$ cat config.mk
export PLATFORM = sky130hd
export DESIGN_NAME = led_pattern_gen
export DESIGN_NICKNAME = d
export VERILOG_FILES = /design/src/rtl/led_pkg.sv /design/src/rtl/led_pattern_gen_tick_gen.sv /design/src/rtl/led_pattern_gen.sv
export SDC_FILE = /design/constraint.sdc
export NUM_CORES = 1
export LEC_CHECK = 0
export ABC_AREA = 0
export CELL_PAD_IN_SITES_DETAIL_PLACEMENT = 1
export CELL_PAD_IN_SITES_GLOBAL_PLACEMENT = 2
export CORE_MARGIN = 4
export CORE_UTILIZATION = 42
export CTS_CLUSTER_DIAMETER = 120
export DETAILED_ROUTE_END_ITERATION = 6
export DONT_BUFFER_PORTS = 1
export HOLD_SLACK_MARGIN = 0.06
export PLACE_DENSITY = 0.88
export SLEW_MARGIN = 40
export SYNTH_ARGS = -nofsm -noshare
export SYNTH_HDL_FRONTEND = slang
export SYNTH_SLANG_ARGS = --single-unit
$ cat constraint.sdc
create_clock -name i_Clk -period 12.25 [get_ports i_Clk]
set_input_delay 3.0625 -clock i_Clk [delete_from_list [all_inputs] [get_ports i_Clk]]
set_output_delay 3.0625 -clock i_Clk [all_outputs]
set_load 0.005 [all_outputs]
$ cat src/rtl/led_pkg.sv
// Shared definitions for the LED pattern generator: pattern mode encodings.
package led_pkg;

    typedef enum logic [1:0] {
        MODE_OFF     = 2'b00,
        MODE_COUNT   = 2'b01,
        MODE_CHASE   = 2'b10,
        MODE_BREATHE = 2'b11
    } mode_e;

endpackage

$ cat src/rtl/led_pattern_gen_tick_gen.sv
// Prescaler: counts 0..DIV-1, exposes the wrap condition combinationally and
// a registered one-cycle tick pulse on the cycle after the wrap.
module tick_gen #(
    parameter int DIV = 10
) (
    input  logic i_Clk,
    input  logic i_Rst,
    output logic o_Wrap,
    output logic o_Tick
);

    localparam int              CNT_W = (DIV > 1) ? $clog2(DIV) : 1;
    localparam logic [CNT_W-1:0] LAST = CNT_W'(DIV - 1);

    logic [CNT_W-1:0] r_cnt;
    logic             r_tick;

    assign o_Wrap = (r_cnt == LAST);
    assign o_Tick = r_tick;

    // NOTE: sequential state uses non-blocking assignments so every register
    // samples the pre-edge values, independent of statement order.
    always_ff @(posedge i_Clk) begin
        if (i_Rst) begin
            r_cnt  <= '0;
            r_tick <= 1'b0;
        end else begin
            r_tick <= o_Wrap;
            r_cnt  <= o_Wrap ? '0 : r_cnt + CNT_W'(1);
        end
    end

endmodule

$ cat src/rtl/led_pattern_gen.sv
// LED pattern generator: prescaled step timing, registered mode copy and the
// COUNT / CHASE / BREATHE engines driving a registered LED bus.
module led_pattern_gen
    import led_pkg::*;
#(
    parameter int NUM_LEDS = 4,
    parameter int CLK_HZ   = 25000000,
    parameter int TICK_HZ  = 1000,
    parameter int RATE_W   = 8,
    parameter int PWM_BITS = 8
) (
    input  logic                i_Clk,
    input  logic                i_Rst,
    input  logic [1:0]          i_Mode,
    input  logic [RATE_W-1:0]   i_Rate,
    output logic [NUM_LEDS-1:0] o_LED,
    output logic                o_Tick,
    output logic                o_Step
);

    localparam int                   DIV        = CLK_HZ / TICK_HZ;
    localparam logic [PWM_BITS-1:0]  DUTY_MAX   = '1;
    localparam logic [NUM_LEDS-1:0]  CHASE_INIT = NUM_LEDS'(1);

    logic w_wrap;

    tick_gen #(
        .DIV (DIV)
    ) u_tick_gen (
        .i_Clk  (i_Clk),
        .i_Rst  (i_Rst),
        .o_Wrap (w_wrap),
        .o_Tick (o_Tick)
    );

    mode_e               r_mode;
    logic [RATE_W-1:0]   r_step_cnt;
    logic [NUM_LEDS-1:0] r_count;
    logic [NUM_LEDS-1:0] r_chase;
    logic [PWM_BITS-1:0] r_duty;
    logic                r_dir_down;
    logic [PWM_BITS-1:0] r_pwm;
    logic [NUM_LEDS-1:0] r_led;
    logic                r_step;

    mode_e               w_mode_in;
    logic                w_mode_change;
    logic                w_step_evt;
    logic [RATE_W-1:0]   w_step_cnt_nxt;
    logic [NUM_LEDS-1:0] w_count_nxt;
    logic [NUM_LEDS-1:0] w_chase_nxt;
    logic [PWM_BITS-1:0] w_duty_nxt;
    logic                w_dir_down_nxt;
    logic [PWM_BITS-1:0] w_pwm_nxt;
    logic [NUM_LEDS-1:0] w_led_nxt;
    logic                w_step_nxt;

    assign w_mode_in     = mode_e'(i_Mode);
    assign w_mode_change = (w_mode_in != r_mode);
    // ">=" rather than "==" so a live lowering of i_Rate fires on the next tick.
    assign w_step_evt    = w_wrap && (r_step_cnt >= i_Rate);

    // NOTE: every combinational output gets a default before any branch, so no
    // path leaves a signal unassigned and no latch is inferred.
    always_comb begin
        w_step_cnt_nxt = r_step_cnt;
        w_count_nxt    = r_count;
        w_chase_nxt    = r_chase;
        w_duty_nxt     = r_duty;
        w_dir_down_nxt = r_dir_down;
        w_pwm_nxt      = r_pwm + PWM_BITS'(1);
        w_step_nxt     = 1'b0;
        w_led_nxt      = '0;

        if (w_mode_change) begin
            // Mode reload wins over a coincident step, which is dropped.
            w_step_cnt_nxt = '0;
            w_count_nxt    = '0;
            w_chase_nxt    = CHASE_INIT;
            w_duty_nxt     = '0;
            w_dir_down_nxt = 1'b0;
        end else if (w_wrap) begin
            if (w_step_evt) begin
                w_step_cnt_nxt = '0;
                w_step_nxt     = 1'b1;
                case (r_mode)
                    MODE_COUNT: w_count_nxt = r_count + NUM_LEDS'(1);
                    MODE_CHASE: w_chase_nxt = NUM_LEDS'({r_chase, r_chase} >> (NUM_LEDS - 1));
                    MODE_BREATHE: begin
                        if (!r_dir_down) begin
                            if (r_duty == DUTY_MAX) begin
                                w_dir_down_nxt = 1'b1;
                                w_duty_nxt     = r_duty - PWM_BITS'(1);
                            end else begin
                                w_duty_nxt     = r_duty + PWM_BITS'(1);
                            end
                        end else begin
                            if (r_duty == '0) begin
                                w_dir_down_nxt = 1'b0;
                                w_duty_nxt     = r_duty + PWM_BITS'(1);
                            end else begin
                                w_duty_nxt     = r_duty - PWM_BITS'(1);
                            end
                        end
                    end
                    default: ;
                endcase
            end else begin
                w_step_cnt_nxt = r_step_cnt + RATE_W'(1);
            end
        end

        // The LED register is loaded from next-state values so it shows a new
        // pattern on the same cycle o_Step is high.
        case (w_mode_in)
            MODE_COUNT:   w_led_nxt = w_count_nxt;
            MODE_CHASE:   w_led_nxt = w_chase_nxt;
            MODE_BREATHE: w_led_nxt = {NUM_LEDS{w_pwm_nxt < w_duty_nxt}};
            default:      w_led_nxt = '0;
        endcase
    end

    always_ff @(posedge i_Clk) begin
        if (i_Rst) begin
            r_mode     <= MODE_OFF;
            r_step_cnt <= '0;
            r_count    <= '0;
            r_chase    <= CHASE_INIT;
            r_duty     <= '0;
            r_dir_down <= 1'b0;
            r_pwm      <= '0;
            r_led      <= '0;
            r_step     <= 1'b0;
        end else begin
            r_mode     <= w_mode_in;
            r_step_cnt <= w_step_cnt_nxt;
            r_count    <= w_count_nxt;
            r_chase    <= w_chase_nxt;
            r_duty     <= w_duty_nxt;
            r_dir_down <= w_dir_down_nxt;
            r_pwm      <= w_pwm_nxt;
            r_led      <= w_led_nxt;
            r_step     <= w_step_nxt;
        end
    end

    assign o_LED  = r_led;
    assign o_Step = r_step;

endmodule

==> impl_metrics.env <==
export IMPL_status="finished clean"
export IMPL_drt_total_wl_um=6689
export IMPL_cts_htree_levels=2
export IMPL_design_area_um2=3227
export IMPL_p_leak_uw=0.001178
export IMPL_cpPeakStageDelay_ns=0.56
export IMPL_netlist_top_cells_count="56 x dfxtp_1, 46 x nor2_1, 24 x nand2_1"
export IMPL_crit_required_ns=12.40
export IMPL_drc=0
export IMPL_total_power_uw=323.9
export IMPL_cts_tree="built"
export IMPL_worst_pin_slew_ns=0.7167
export IMPL_synth_area_um2=3044
export IMPL_grt_antenna_before_repair=0
export IMPL_path_cells="inv_1 -> ha_1 -> a21oi_1 -> nand2_1 -> a21oi_2 -> a221oi_2 -> xor2_1 -> nand2_1 -> ha_1 -> a21o_1 -> a21oi_1 -> o2111ai_1 -> a2111oi_0 -> a211oi_1 -> o221ai_1"
export IMPL_numCtsBuffers=5
export IMPL_ctsResizeCount=0
export IMPL_yosysMostFrequentCell="dfxtp_1"
export IMPL_cts_setup_buffers=0
export IMPL_core_area_um2=6907
export IMPL_p_per_area_nw_per_um2=100.4
export IMPL_synth_main_ff_cell="dfxtp_1"
export IMPL_startpoint_type="primary input"
export IMPL_antenna_left=0
export IMPL_synth_warnings=0
export IMPL_synth_edf_count=0
export IMPL_drive_gt1_share_pct=5.507
export IMPL_dp_hpwl_um=5136
export IMPL_first_pass_iters=4
export IMPL_port_buffers=0
export IMPL_overflow=0
export IMPL_crit_family="compound AO/OA/AOI/OAI gates"
export IMPL_tns_ns=0
export IMPL_io_pins=18
export IMPL_first_global_vias=2325
export IMPL_ys_types=49
export IMPL_synth_avg_cell_area_um2=8.748
export IMPL_hp_class="flip-flop to flip-flop"
export IMPL_num_antenna_cells=0
export IMPL_clk_latency_ns=0.30
export IMPL_nets=378
export IMPL_crit_path_top_delay_cell="a21oi_2"
export IMPL_area_delta_synth_final_pct=6.001
export IMPL_path_buf_inv=1
export IMPL_critPathCaptureType="flip-flop"
export IMPL_arrival_ns=6.41
export IMPL_die_area_um2=8674
export IMPL_die_w_um=93.14
export IMPL_vias=2372
export IMPL_syn_inst=348
export IMPL_grt_pass1_wl_um=11560
export IMPL_cts_sinks=56
export IMPL_setup_viol=0
export IMPL_drv_cap=0
export IMPL_period_needed_ns=6.264
export IMPL_path_class="primary input to flip-flop"
export IMPL_viasPerCell=5.379
export IMPL_relSlewSlack_pct=52.22
export IMPL_peakVddDrop_v=0.00005042
export IMPL_grt_max_degree=20
export IMPL_fin_skew_ns=0.005660
export IMPL_final_max_slew_viol_count=0
export IMPL_placed_area_um2=3115
export IMPL_async_flop_share_pct=0
export IMPL_place_congestion=0.8388
export IMPL_cts_clk_slew_worst_paths_ns=0.10
export IMPL_hold_viol=0
export IMPL_yosysTopAreaCell="dfxtp_1"
export IMPL_holdBufCountCts=0
export IMPL_synth_seq_cells=56
export IMPL_wire_per_inst_um=15.17
export IMPL_grt_usage_pct=16.47
export IMPL_synth_nets=382
export IMPL_period_share_pct=51.14
export IMPL_drtIter0Drc=105
export IMPL_fin_ws_ns=5.986
export IMPL_clockBufferDepth=2
export IMPL_rows=30
export IMPL_start_util_pct=44.08
export IMPL_cts_root_buf="clkbuf_8"
export IMPL_ys_seq_area_share_pct=36.83
export IMPL_yosys_top_cells_area="dfxtp_1 37%, ha_1 9.0%, xor2_1 6.3%"
export IMPL_rsz0062_at_grt="no"
export IMPL_synth_top_area_share_pct=36.83
export IMPL_fmax_mhz=159.6
export IMPL_path_max_fanout=14
export IMPL_dp_slack_ns=5.733
export IMPL_die_h_um=93.14
## path summary, 6_finish.rpt
kind / from / endpoint / slack, ns / depth (start not counted)
worst max-delay path: i_Rate[6] / o_LED[0]$_SDFF_PP0_ / 5.99 / 15
worst max register to register: r_duty[4]$_SDFF_PP0_ / o_LED[0]$_SDFF_PP0_ / 8.12 / 13
worst min-delay path: u_tick_gen.r_cnt[0]$_SDFF_PP0_ / u_tick_gen.r_cnt[0]$_SDFF_PP0_ / 0.46 / 1
worst min register to register: u_tick_gen.r_cnt[0]$_SDFF_PP0_ / u_tick_gen.r_cnt[0]$_SDFF_PP0_ / 0.46 / 1
## stage by stage
step	util, %	hold WS, ns	std cells
floorplan	-	0.4179	348
global placement	45.05	0.4308	433
detailed placement	45.11	0.4437	433
CTS	46.67	0.4623	441
global route	46.72	0.4918	441
finish	46.72	0.4552	441
## cells by family after synthesis
group | Yosys count | share of synthesized area [%]
AOI/OAI and AO/OA | 39 | 9.659
buffers and inverters | 28 | 3.822
adders and majority gates | 22 | 9.042
xor gates and xnor gates | 39 | 11.22
DFF | 56 | 36.83
muxes | 8 | 2.672
and+or+nand+nor | 156 | 26.76
## power breakdown
| part | internal (µW) | leakage (µW) | switching, µW |
|---|---|---|---|
| Sequential | 185 | 0.000453 | 2.81 |
| Clock | 60.8 | 0.0000552 | 58.6 |
| Combinational | 6.69 | 0.000670 | 10.4 |
## state kept, by name (all words and copies together), names as in the netlist
name               count
o_Step                 1
r_mode                 2
r_duty                 8
u_tick_gen.r_cnt      15
r_step_cnt             8
r_count                4
r_pwm                  8
u_tick_gen.o_Tick      1
r_chase                4
o_LED                  4
r_dir_down             1
## metal layers
layer	up-vias	part of all wire (%)	GRT usage, %
met3	9	2.8	3.218
met5	-	0	0
li1	1205	-	-
met1	1128	52	23.36
met4	0	1.7	4.884
met2	30	43	25.25
## final cells by class
type | count | area (µm²)
multi-input cells | 264 | 1814
well taps | 96 | 120.1
clock buffers | 6 | 72.57
fillers | 854 | 3680
flip-flops and latches | 56 | 1121
clock inverters | 2 | 35.03
inverters | 17 | 63.81
## placed cells by master (no fill, tap or decap), types with 5 or more instances in the layout
cell	synthesis	final
dfxtp_1	56	56
xor2_1	22	22
nand4_1	13	13
and3_1	9	9
mux2i_1	7	7
nor2_1	46	46
o21ai_0	5	5
ha_1	22	22
nand2_1	24	24
clkbuf_8	0	5
a21oi_1	8	6
xnor2_1	17	17
a221oi_1	5	5
nor2b_1	18	18
inv_1	17	17
nand3_1	15	15
Note: power is estimated with default switching activity, not from simulation.
